File: src/rtl/alu_exec_stage.sv
// alu_exec_stage: RISC-V execute-stage ALU with a 2-entry output/skid buffer and an illegal-op counter
module alu_exec_stage #(
  parameter int XLEN  = 32,
  parameter int CNT_W = 8
) (
  input  logic             clk,
  input  logic             rst_n,
  input  logic             flush,
  input  logic             in_valid,
  output logic             in_ready,
  input  logic [3:0]       op,
  input  logic [XLEN-1:0]  src_a,
  input  logic [XLEN-1:0]  src_b,
  output logic             out_valid,
  input  logic             out_ready,
  output logic [XLEN-1:0]  result,
  output logic             zero,
  output logic             illegal,
  output logic [CNT_W-1:0] ill_cnt
);
  typedef enum logic [1:0] {EMPTY = 2'b00, ONE = 2'b10, TWO = 2'b11} state_t;
  state_t          state, state_nx;
  logic [XLEN-1:0] alu_res, skid_res;
  logic            alu_ill, skid_zero, skid_ill;
  logic            acc, drn, load_out, load_skid, from_skid;
  assign out_valid = state[1];
  assign in_ready  = !state[0];
  assign acc       = in_valid & in_ready;
  assign drn       = out_valid & out_ready;
  assign alu_ill   = !(op inside {4'b0010, 4'b0110, 4'b0000, 4'b0001});
  assign alu_res   = op == 4'b0010 ? src_a + src_b :
                     op == 4'b0110 ? src_a - src_b :
                     op == 4'b0000 ? src_a & src_b :
                     op == 4'b0001 ? src_a | src_b : '0;
  // Buffer occupancy register; in_ready and out_valid are decoded straight from it
  always_ff @(posedge clk or negedge rst_n)
    if (!rst_n) state <= EMPTY;
    else state <= state_nx;
  // Occupancy transitions and which buffer entry gets written; flush overrides everything
  always_comb begin
    state_nx  = state;
    load_out  = 1'b0;
    load_skid = 1'b0;
    from_skid = 1'b0;
    if (flush) state_nx = EMPTY;
    else
      case (state)
        EMPTY: if (acc) begin state_nx = ONE; load_out = 1'b1; end
        ONE:
          if (acc && drn) load_out = 1'b1;
          else if (acc) begin state_nx = TWO; load_skid = 1'b1; end
          else if (drn) state_nx = EMPTY;
        TWO: if (drn) begin state_nx = ONE; from_skid = 1'b1; end
        default: state_nx = EMPTY;
      endcase
  end
  // Output entry: refilled from the skid on drain-from-full, else from the ALU on accept
  always_ff @(posedge clk or negedge rst_n)
    if (!rst_n) begin
      result  <= '0;
      zero    <= 1'b0;
      illegal <= 1'b0;
    end else if (from_skid) begin
      result  <= skid_res;
      zero    <= skid_zero;
      illegal <= skid_ill;
    end else if (load_out) begin
      result  <= alu_res;
      zero    <= alu_res == '0;
      illegal <= alu_ill;
    end
  // Skid entry: holds the op accepted while the output entry is stalled
  always_ff @(posedge clk or negedge rst_n)
    if (!rst_n) begin
      skid_res  <= '0;
      skid_zero <= 1'b0;
      skid_ill  <= 1'b0;
    end else if (load_skid) begin
      skid_res  <= alu_res;
      skid_zero <= alu_res == '0;
      skid_ill  <= alu_ill;
    end
  // Saturating count of illegal ops actually taken in (flushed accepts don't count)
  always_ff @(posedge clk or negedge rst_n)
    if (!rst_n) ill_cnt <= '0;
    else if (acc && !flush && alu_ill && ill_cnt != '1) ill_cnt <= ill_cnt + 1'b1;
endmodule

File: config.mk
export PLATFORM = sky130hd
export DESIGN_NAME = alu_exec_stage
export DESIGN_NICKNAME = d
export VERILOG_FILES = /design/src/rtl/alu_exec_stage.sv
export SDC_FILE = /design/constraint.sdc
export NUM_CORES = 1
export LEC_CHECK = 0
export CAP_MARGIN = 20
export CORE_MARGIN = 2
export CORE_UTILIZATION = 58
export CTS_CLUSTER_DIAMETER = 50
export CTS_CLUSTER_SIZE = 30
export DETAILED_ROUTE_END_ITERATION = 12
export HOLD_SLACK_MARGIN = 0.08
export PLACE_DENSITY = 0.9
export SLEW_MARGIN = 10
export SYNTH_ARGS = -nofsm -noshare
export SYNTH_HDL_FRONTEND = slang
export SYNTH_SLANG_ARGS = --single-unit
File: constraint.sdc
create_clock -name clk -period 2.3 [get_ports clk]
set_input_delay 0.575 -clock clk [delete_from_list [all_inputs] [get_ports clk]]
set_output_delay 0.575 -clock clk [all_outputs]
set_load 0.1 [all_outputs]
==> flow_summary.yaml, run 1 <==
floorplan:
  die_h_um: 130.2
  ios: 117
  chipWidth_um: 130.2
  start_util: 0.5880
  placementRows: 46
placed_design:
  dp_hpwl_um: 35660
  dp_cells: 1912
  port_buffers: 116
  place_congestion: 1.166
  placed_cell_area_mm2: 0.01398
yosys:
  synth-async-reset-ratio: 1.000
  yosysTopAreaCell: "dfrtp_1"
  syn-num-nets: 1405
  seq_area_frac_synth: 0.2113
  yosys_most_used_dff: "dfrtp_1"
  syn_area_mm2: 0.009239
  synthCells: 1230
  yosys_warnings: 0
  postSynthAreaPerCell_um2: 7.511
  yosys-top-cells-area: "dfrtp_1 (21%), ha_1 (14%), nand2_1 (6.2%)"
  ys_seq_elements: 78
  synth_top_area_frac: 0.2113
  synth.distinct_cells: 100
  synth_edf_count: 0
clocking:
  cts_root_buf: "clkbuf_16"
  clkSinkCount: 78
  ctsHoldBuffers: 0
  cts_buffer_depth: 2
  post_cts_buffers: 101
  h-tree-depth: 3
  cts_buffers: 9
  cts_resized: 548
status:
  outcome: "did not finish"
  stop_stage: "clock tree synthesis (4_1_cts)"
  error: "[ERROR DPL-0038] Utilization greater than 100%, impossible to legalize"
## cells in the mapped netlist (10+ instances only)
cell / instances
mux2i_1: 18
a211oi_1: 19
nor4_1: 17
nor3_1: 23
mux2_2: 12
inv_1: 104
a21oi_1: 102
a211o_1: 12
nand2b_1: 10
nand2_1: 153
nand3_1: 20
o31ai_1: 17
a31oi_1: 16
o21bai_1: 10
ha_1: 100
o21a_1: 10
xnor2_1: 11
clkbuf_1: 44
o211ai_1: 12
nor2_1: 101
o21ai_0: 91
dfrtp_1: 78
nor2b_1: 16
a21o_1: 21
## cells by family after synthesis
family,share of synthesized area
compound gates,0.3135
xor+xnor,0.01422
fa+ha+maj,0.1398
buf+inv,0.07299
flops,0.2113
mux,0.03413
simple gates,0.2141
## stage by stage
step	setup TNS, ns	setup slack, ns	utilization	hold slack, ns
after detailed placement	-92.42	-2.081	0.8898	0.4710
after global placement	-79.33	-1.720	0.8898	0.4567
after floorplan	-21.86	-1.024	-	0.2794
==> run 2: changes to the inputs <==
--- a/config.mk
+++ b/config.mk
@@ -7,12 +7,9 @@
 export LEC_CHECK = 0
 export CAP_MARGIN = 20
 export CORE_MARGIN = 2
-export CORE_UTILIZATION = 58
-export CTS_CLUSTER_DIAMETER = 50
-export CTS_CLUSTER_SIZE = 30
+export CORE_UTILIZATION = 40
 export DETAILED_ROUTE_END_ITERATION = 12
-export HOLD_SLACK_MARGIN = 0.08
-export PLACE_DENSITY = 0.9
+export PLACE_DENSITY_LB_ADDON = 0.15
 export SLEW_MARGIN = 10
 export SYNTH_ARGS = -nofsm -noshare
 export SYNTH_HDL_FRONTEND = slang
==> run 2 against run 1 <==
Net effect:
- the flow now finishes, with violations (negative setup slack)
- synthesized cell count unchanged
- area after synthesis did not move
==> flow_summary.yaml, run 2 <==
layout:
  top_regs: "result: 32 flops, skid_res: 32 flops, ill_cnt: 8 flops"
  finalCoreUtilization: 0.7728
  nets: 2022
  drive_gt1_frac: 0.5621
  layout_common_cells: "buf_4 (521), nand2_1 (136), nor2_1 (79)"
  num_antenna_cells: 0
  final_common_cell: "buf_4"
  syn2layout_area_growth_pct: 89.38
  finish.instance_area_mm2: 0.01750
yosys:
  synth_edf_count: 0
  synth.distinct_cells: 100
  yosys_most_used_dff: "dfrtp_1"
  ys_seq_elements: 78
  synth_top_area_frac: 0.2113
  syn-num-nets: 1405
  yosys-top-cells-count: "nand2_1 (153), inv_1 (104), a21oi_1 (102)"
  synth-async-reset-ratio: 1.000
  yosys_warnings: 0
  yosysTopAreaCell: "dfrtp_1"
  synth.most_common_cell: "nand2_1"
  seq_area_frac_synth: 0.2113
  syn_area_mm2: 0.009239
  synthCells: 1230
  postSynthAreaPerCell_um2: 7.511
  yosys-top-cells-area: "dfrtp_1 (21%), ha_1 (14%), nand2_1 (6.2%)"
floorplan:
  core_area_mm2: 0.02264
  chipWidth_um: 156.0
  dieArea_mm2: 0.02433
  ios: 117
  die_h_um: 156.0
  start_util: 0.4081
  placementRows: 55
global_routing:
  overflow: 0
  grt_start_max_net_pins: 57
  grt_use_total: 0.3463
  grt_pass1_wl_um: 65670
  antenna_found_initial: 0
  grt_pass1_vias: 12090
setup_path:
  crit_type: "in -> reg"
  endpoint_kind: "flop"
  critPathArrivalTime_ns: 3.70
  cp_max_fo: 4
  start_kind: "input pin"
  cp.required_ns: 2.56
clocking:
  clkSinkCount: 78
  clk_latency_ns: 0.33
  cts_tree: "yes"
  cts_buffers: 9
  h-tree-depth: 3
  cts_buffer_depth: 2
  path_clk_slew_ns: 0.06
  cts_root_buf: "clkbuf_16"
status:
  violations: "negative setup slack"
  outcome: "finished, violations left"
sta:
  fin_crit_sh: 1.495
  relSlewSlack: 0.4932
  rsz0062_at_grt: "yes"
  fmax_ghz: 0.2908
  drv_slew: 0
  worst_slack_ns: -1.139
  worst_pin_slew_ns: 0.7522
  hold_viol: 0
  finalSetupViolCount: 58
  finClkSkew_ns: 0.009412
  post-route-min-period_ns: 3.439
detailed_routing:
  drc: 0
  wire_per_inst_um: 20.80
  drt-initial-drc-count: 1058
  finalWirelength_um: 44460
  ant_nets: 0
  viasPerCell: 5.826
  dr.pass1.iters: 5
  vias: 12450
job:
  max-cap-violations: 0
placed_design:
  placed_cell_area_mm2: 0.01428
  port_buffers: 116
  dp_hpwl_um: 32790
  place_congestion: 1.055
hold_path:
  min-delay-path-class: "in -> async"
power:
  ir_worst_vdd_mv: 0.6156
  power_density_mw_per_mm2: 558.8
  leakage_uw: 0.007987
[run 2: cell counts after synthesis]
No cell type changed its count.
[run 2: cell families after synthesis]
family          after synthesis  share of synthesized area
compound gates              425                     0.3135
simple gates                412                     0.2141
buf+inv                     168                    0.07299
fa+ha+maj                   102                     0.1398
flops                        78                     0.2113
mux                          30                    0.03413
xor+xnor                     15                    0.01422
[run 2: final timing paths]
path / to / slack (ns) / start / cells past startpoint
worst max-delay path: zero / -1.14 / src_b[9] / 15
worst min-delay path: result[20] / 0.19 / rst_n / 1
worst max register to register: result[27] / 0.10 / state[0] / 7
worst min register to register: skid_res[6] / 0.47 / skid_res[6] / 2
max in group asynchronous: ill_cnt[7] / 1.53 / rst_n / 2
min in group clk: skid_res[6] / 0.47 / skid_res[6] / 2
[run 2: final cells by class]
type	instances	area, µm²
timing repair buffer	669	5483
fill	1699	5144
clock buffer	11	242.7
inverter	105	467.9
tap	285	356.6
clock inverter	5	58.81
multi-input combinational	984	8932
sequential	78	1956
[run 2: timing repair]
| action | CTS | global route |
|---|---|---|
| setup endpoints to repair | 72 | 62 |
| pin swaps | 146 | 127 |
| hold buffers | 0 | 0 |
| gates cloned | 1 | 0 |
| resized for setup | 476 | 202 |
| buffers inserted | 88 | 52 |
[run 2: per-layer routing]
layer | GRT usage | up-vias | wire length [µm]
met4 | 0.1389 | 0 | 2599
li1 | - | 5706 | -
met3 | 0.05250 | 178 | 2996
met1 | 0.4319 | 5991 | 17790
met2 | 0.5997 | 576 | 21070
met5 | 0 | - | 0
[run 2: power by group]
group / total [µW] / internal [µW] / switching [µW]
clock: 1440 / 873 / 572
combinational: 6240 / 2410 / 3830
sequential: 2090 / 1790 / 299
[run 2: worst max-delay path, cell delays in order]
cell and delay, ns:
buf_8 0.08, inv_4 0.03, ha_4 0.28, buf_6 0.12
nand2_4 0.06, o211ai_1 0.37, nand2_2 0.15, a2111oi_4 0.47
o21ai_2 0.13, a211o_1 0.30, a31o_1 0.24, or3b_4 0.43
nor4_4 0.25, nand2_1 0.11, o21ai_1 0.12
[run 2: metrics by stage]
stage               TNS (ns)  hold WS (ns)  cells  worst slack [ns]  total power (µW)
floorplan             -21.86        0.2794   1230            -1.024              5245
global placement      -90.34        0.4583   2014            -2.025              7186
detailed placement    -93.67        0.4621   2014            -2.067              7257
CTS                   -38.64        0.2036   2105            -1.126              9344
global route          -42.60        0.2185   2137            -1.277             10190
finish                -38.34        0.1903   2137            -1.139              9777
Note: power is estimated with default switching activity, not from simulation.
